<file path="src/rtl/input_debouncer_pkg.sv">
// Shared constants and state encoding for the input debouncer.
// Encodings are fixed so status/debug logic can decode them.
package input_debouncer_pkg;

   localparam logic HIGH = 1'b1;
   localparam logic LOW  = 1'b0;

   typedef enum logic [1:0] {
      STABLE_LOW  = 2'd0,
      RISING      = 2'd1,
      STABLE_HIGH = 2'd2,
      FALLING     = 2'd3
   } deb_state_t;

   function automatic logic state_level(input deb_state_t s);
      return (s == STABLE_HIGH) || (s == FALLING);
   endfunction

   function automatic logic state_busy(input deb_state_t s);
      return (s == RISING) || (s == FALLING);
   endfunction

endpackage

</file>
<file path="src/rtl/synchronizer.sv">
// Multi-flop synchroniser for an asynchronous pin.
// Reused for other external inputs.
module synchronizer #(
   parameter int SYNC_STAGES = 2
) (
   input  logic clk,
   input  logic reset_low,
   input  logic async_in,
   output logic sync_out
);

   logic [SYNC_STAGES-1:0] chain = '0;

   always_ff @(posedge clk) begin
      if (!reset_low) begin
         chain <= '0;
      end else begin
         chain <= {chain[SYNC_STAGES-2:0], async_in};
      end
   end

   assign sync_out = chain[SYNC_STAGES-1];

endmodule

</file>
<file path="src/rtl/input_debouncer.sv">
// Debounces a bouncy external input into a clean registered level.
// A new level is accepted after STABLE_CYCLES equal synchronised samples.
module input_debouncer
   import input_debouncer_pkg::*;
#(
   parameter  int SYNC_STAGES   = 2,
   parameter  int STABLE_CYCLES = 16,
   localparam int COUNT_WIDTH   = $clog2(STABLE_CYCLES)
) (
   input  logic clk,
   input  logic reset_low,
   input  logic raw,
   output logic level,
   output logic busy,
   output logic glitch
);

   localparam logic [COUNT_WIDTH-1:0] CNT_MAX =
      COUNT_WIDTH'(STABLE_CYCLES - 1);
   localparam logic [COUNT_WIDTH-1:0] CNT_ONE =
      COUNT_WIDTH'(1);

   logic s;

   deb_state_t             state = STABLE_LOW;
   deb_state_t             state_d;
   logic [COUNT_WIDTH-1:0] cnt = '0;
   logic [COUNT_WIDTH-1:0] cnt_d;
   logic                   glitch_d;

   synchronizer #(
      .SYNC_STAGES(SYNC_STAGES)
   ) u_sync (
      .clk      (clk),
      .reset_low(reset_low),
      .async_in (raw),
      .sync_out (s)
   );

   always_comb begin
      state_d  = state;
      cnt_d    = cnt;
      glitch_d = LOW;
      unique case (state)
         STABLE_LOW: begin
            if (s == HIGH) begin
               state_d = RISING;
               cnt_d   = CNT_ONE;
            end else begin
               cnt_d = '0;
            end
         end
         RISING: begin
            if (s == HIGH) begin
               if (cnt == CNT_MAX) begin
                  state_d = STABLE_HIGH;
                  cnt_d   = '0;
               end else begin
                  cnt_d = cnt + CNT_ONE;
               end
            end else begin
               state_d  = STABLE_LOW;
               cnt_d    = '0;
               glitch_d = HIGH;
            end
         end
         STABLE_HIGH: begin
            if (s == LOW) begin
               state_d = FALLING;
               cnt_d   = CNT_ONE;
            end else begin
               cnt_d = '0;
            end
         end
         FALLING: begin
            if (s == LOW) begin
               if (cnt == CNT_MAX) begin
                  state_d = STABLE_LOW;
                  cnt_d   = '0;
               end else begin
                  cnt_d = cnt + CNT_ONE;
               end
            end else begin
               state_d  = STABLE_HIGH;
               cnt_d    = '0;
               glitch_d = HIGH;
            end
         end
         default: begin
            state_d = STABLE_LOW;
            cnt_d   = '0;
         end
      endcase
   end

   // Outputs are decoded from the next state so they are true flops.
   always_ff @(posedge clk) begin
      if (!reset_low) begin
         state  <= STABLE_LOW;
         cnt    <= '0;
         level  <= LOW;
         busy   <= LOW;
         glitch <= LOW;
      end else begin
         state  <= state_d;
         cnt    <= cnt_d;
         level  <= state_level(state_d);
         busy   <= state_busy(state_d);
         glitch <= glitch_d;
      end
   end

   initial_values_unused : assert property (@(posedge clk) 1'b1);

endmodule

</file>
<file path="config.mk">
export PLATFORM = sky130hd
export DESIGN_NAME = input_debouncer
export DESIGN_NICKNAME = d
export VERILOG_FILES = /design/src/rtl/input_debouncer_pkg.sv /design/src/rtl/synchronizer.sv /design/src/rtl/input_debouncer.sv
export SDC_FILE = /design/constraint.sdc
export NUM_CORES = 1
export LEC_CHECK = 0
export ABC_AREA = 1
export CAP_MARGIN = 40
export CORE_AREA = 3 3 40 42
export DETAILED_ROUTE_END_ITERATION = 10
export DIE_AREA = 0 0 43 45
export GPL_TIMING_DRIVEN = 0
export PLACE_DENSITY = 0.51
export SLEW_MARGIN = 20
export SYNTH_ARGS = -nofsm -noshare
export SYNTH_HDL_FRONTEND = slang
export SYNTH_SLANG_ARGS = --single-unit
</file>
<file path="constraint.sdc">
create_clock -name clk -period 2.5 [get_ports clk]
set_clock_uncertainty 0.1 [all_clocks]
set_input_delay 0.375 -clock clk [delete_from_list [all_inputs] [get_ports clk]]
set_output_delay 0.375 -clock clk [all_outputs]
set_load 0.05 [all_outputs]
</file>
======== Yosys cells after proc, flatten, opt, wreduce, memory -nomap -nowiden ========
Cells that the tools add are included.
Widths: inputs -> output; s select.
word-level totals
  register bits after elaboration ......... 11
  input bits .............................. 3
  output and inout port bits .............. 3
  word-level logic and storage cells ...... 33
cells by class
  add/subtract/negate cells ............... 1
  eq/ne operators ......................... 7
  multiplexer cells ....................... 16
  reductions and logical operators ........ 3
operators by type and width
  cell                 number
  $pmux 4 s4           1
  $mux 2               6
  $mux 4               3
  $eq 2x2->1 const B   4
  $pmux 2 s4           1
  $add 4x1->4 const B  1
  $eq 2x1->1 const B   2
  $eq 4x4->1 const B   1
  $mux 1               4
  $logic_not 2->1      1
  $logic_or 1x1->1     2
  $pmux 1 s2           1

======== Logic depth before layout (Yosys ltp) ========
  depth in word-level cells ............... 6
  mapped depth ............................ 6
  depth with buffers taken out ............ 6

======== Cells and area by module ========
A second synthesis with hierarchy kept.
second synthesis, totals
  cell total of the unflattened synthesis .. 52
  area, all modules ....................... 387.9 µm²
modules (own cells, without submodules)
  module           times used  cells each  area an instance (µm²)  seq. area each (µm²)
  input_debouncer  1           46          332.8                   160.2
  synchronizer     1           6           55.1                    40.0

======== Worst setup path after synthesis ========
OpenSTA, ideal clock, no wires.
  path kind ............................... register -> register
  start point ............................. register state[1]
  end point ............................... register cnt[0]
  setup time .............................. 0.078 ns
  data arrival time ....................... 1.059 ns
  data required time ...................... 2.322 ns
  path slack .............................. 1.263 ns
  cell stages (with the launch flop) ...... 5
  buffers on the path ..................... 0
  period minus slack after synthesis ...... 1.237 ns
  cell sequence ........................... dfxtp_1 -> inv_1 -> nand2_1 -> nand3_1 -> nor3_1
on the way
  longest elaborated chain between the ends .. 2
  elaborated cells between the ends (all ways) .. 5
  those cells by class .................... eq/ne: 3; mux: 1; reduce/logical: 1
ends and longest elaborated chain
  element                             RTL line                source
  start: declaration                  input_debouncer.sv:25   deb_state_t state = STABLE_LOW;
  start signal: assignment            input_debouncer.sv:105  state <= state_d;
  $eq 2x2->1 (tied with other cells)  input_debouncer.sv:44   unique case (state)
  $pmux 4 s4 *                        input_debouncer.sv:44
  end signal: assignment              input_debouncer.sv:106  cnt <= cnt_d;
  end: declaration                    input_debouncer.sv:27   logic [COUNT_WIDTH-1:0] cnt = '0;
Every way passes the cells marked *; elsewhere a longest branch is shown, timed or not.
A chain may end at the register's enable or synchronous reset.

==> flow_metrics.env <==
export IMPL_slew_viol_final=0
export IMPL_diodes=0
export IMPL_chipHeight_um=45
export IMPL_ys_warn_count=0
export IMPL_clkTransAtPathRegs_ns=0.06
export IMPL_synth_most_common_cell="nand2_1"
export IMPL_rsz0062_at_grt="no"
export IMPL_cts_hold_buffers=0
export IMPL_synth_edf_count=0
export IMPL_area_delta_synth_final_pct=26.58
export IMPL_synthTopCellsByArea="dfxtp_1, nand2_1, nor2_1"
export IMPL_synth_area_um2=395.4
export IMPL_grt_ovfl_total=0
export IMPL_port_buffers=5
export IMPL_synth_cell_types=11
export IMPL_cts_sinks=10
export IMPL_root_buffer="clkbuf_4"
export IMPL_synth_seq_area_share_pct=50.63
export IMPL_fmax_ghz=0.5126
export IMPL_rows=13
export IMPL_nFillCells=154
export IMPL_final_core_util_pct=38.95
export IMPL_dieArea_um2=1935
export IMPL_die_w_um=43
export IMPL_powerDensity_nw_per_um2=643.1
export IMPL_firstDrtPassIters=2
export IMPL_critPathArrivalTime_ns=1.48
export IMPL_max_stage_delay_ns=0.83
export IMPL_worst_path_buf_inv=1
export IMPL_cp_end_kind="primary output"
export IMPL_dp_cells=73
export IMPL_cp_start_kind="flip-flop"
export IMPL_cellLeakagePower_nw=0.2285
export IMPL_vias=320
export IMPL_core_area_um2=1285
export IMPL_fin_ws_ns=0.5492
export IMPL_tritoncts="done"
export IMPL_synthFlopType="dfxtp_1"
export IMPL_slew_headroom_pct=67.19
export IMPL_gp_congestion=0.7261
export IMPL_cp_required_ns=2.03
export IMPL_floorplan_initialDensity_pct=30.77
export IMPL_hpwlAfterDp_um=485.9
export IMPL_grt_pass1_vias=279
export IMPL_antenna_found_initial=0
export IMPL_setup_tns_ns=0
export IMPL_min_period_ns=1.951
export IMPL_grt_max_degree=8
export IMPL_postLayoutCellArea_um2=500.5
export IMPL_synth_cells=53
export IMPL_via_per_inst=4.156
export IMPL_status="completed"
export IMPL_cts_resized=0
export IMPL_crit_fanout=5
export IMPL_setup_viol=0
export IMPL_cts_post_setup_buffers_inserted=0
export IMPL_drt_initial_drc_count=10
export IMPL_drc=0
export IMPL_ys_ff_latch=10
export IMPL_grtUsageTotal_pct=8.757
export IMPL_grt_pass1_wl_mm=1.159
export IMPL_final_antenna_net_count=0
export IMPL_final_hold_viol_count=0
export IMPL_cp_slowest_cell="clkdlybuf4s50_1"
export IMPL_irDropWorstVdd_mv=0.3017
export IMPL_hp_class="reg -> reg"
export IMPL_place_area_um2=464.2
export IMPL_dpl_worst_slack_ns=0.8369
export IMPL_routed_wl_um=633
export IMPL_fin_cells=77
export IMPL_async_reset_ff_share_pct=0
export IMPL_numCtsBuffers=3
export IMPL_htree_levels=1
export IMPL_path_cells="clkdlybuf4s50_1"
export IMPL_drive_gt1_share_pct=12.90
export IMPL_worstSetupPathType="reg -> out"
export IMPL_maxCapViolCount=0
export IMPL_synth_top_cell_by_area="dfxtp_1"
export IMPL_finalCritPeriodShare_pct=78.03
export IMPL_worst_pin_slew_ns=0.4907
export IMPL_io_pins=6
export IMPL_avgSynthCellArea_um2=7.460
export IMPL_synth_common_cells="nand2_1, dfxtp_1, nor2_1, inv_1, nand3_1"
export IMPL_syn_num_nets=57
export IMPL_clkLatencyLatePin_ns=0.26
export IMPL_nNetsFinal=67
export IMPL_synth_top_area_share_pct=50.63
export IMPL_cts_buffer_depth=2
export IMPL_crit_family="buffers and inverters"
export IMPL_wl_per_cell_um=8.221
-- final timing paths --
kind | start | cells past startpoint | end | slack (ns)
max | state[1] | 1 | level | 0.55
min | u_sync.chain[0] | 2 | u_sync.chain[1] | 0.31
max reg2reg | cnt[0] | 6 | state[1] | 1.30
min reg2reg | u_sync.chain[0] | 2 | u_sync.chain[1] | 0.31
-- registers in the layout, summed over array words and instances, names as in the netlist --
name and cells:
busy 1, glitch 1, state 2, cnt 4, u_sync.chain 2
-- cell families (layout without fill, tap and decap cells) --
| family | Yosys count | after routing | synth area share (%) |
|---|---|---|---|
| DFF | 10 | 10 | 50.63 |
| adders and majority gates | 1 | 1 | 3.164 |
| and+or+nand+nor | 35 | 35 | 39.56 |
| buffers and inverters | 7 | 16 | 6.647 |
-- power by group --
part           switching (mW)  internal, mW  total (mW)  leakage, nW
logic                 0.00756       0.00592      0.0135        0.126
registers             0.00185         0.162       0.164       0.0813
clock network          0.0558        0.0884       0.144       0.0210
total                  0.0652         0.257       0.322        0.229
-- metrics by stage --
stage / power, mW / hold slack (ns)
final: 0.3219 / 0.3121
after floorplan: 0.1747 / 0.2900
after global routing: 0.3431 / 0.3391
after global placement: 0.1815 / 0.2943
after detailed placement: 0.1816 / 0.2974
after CTS: 0.3307 / 0.3140
-- final cells by class --
class | count | area, um^2 | area share, %
Clock buffer | 4 | 36.28 | 7.250
Timing Repair Buffer | 5 | 50.05 | 10.00
Sequential cell | 10 | 200.2 | 40.00
Multi-Input combinational cell | 36 | 168.9 | 33.75
Inverter | 7 | 26.28 | 5.250
Tap cell | 15 | 18.77 | 3.750
-- cells in the final DEF, fill, tap and decap left out, drive strengths merged --
| cell type | instances |
|---|---|
| nand2 | 18 |
| nor3 | 1 |
| clkbuf | 4 |
| clkdlybuf4s50 | 5 |
| dfxtp | 10 |
| or2 | 1 |
| ha | 1 |
| nor2 | 9 |
| nand3 | 5 |
| nand4 | 1 |
| inv | 7 |
-- layer usage --
metal / up-vias / routed length [um] / track usage (%)
met5: - / 0 / 0
met2: 7 / 266 / 11.68
met4: 0 / 9 / 5.422
li1: 180 / - / -
met3: 2 / 57 / 7.171
met1: 131 / 299 / 9.443
No activity file was read; power rests on OpenSTA's default activity.
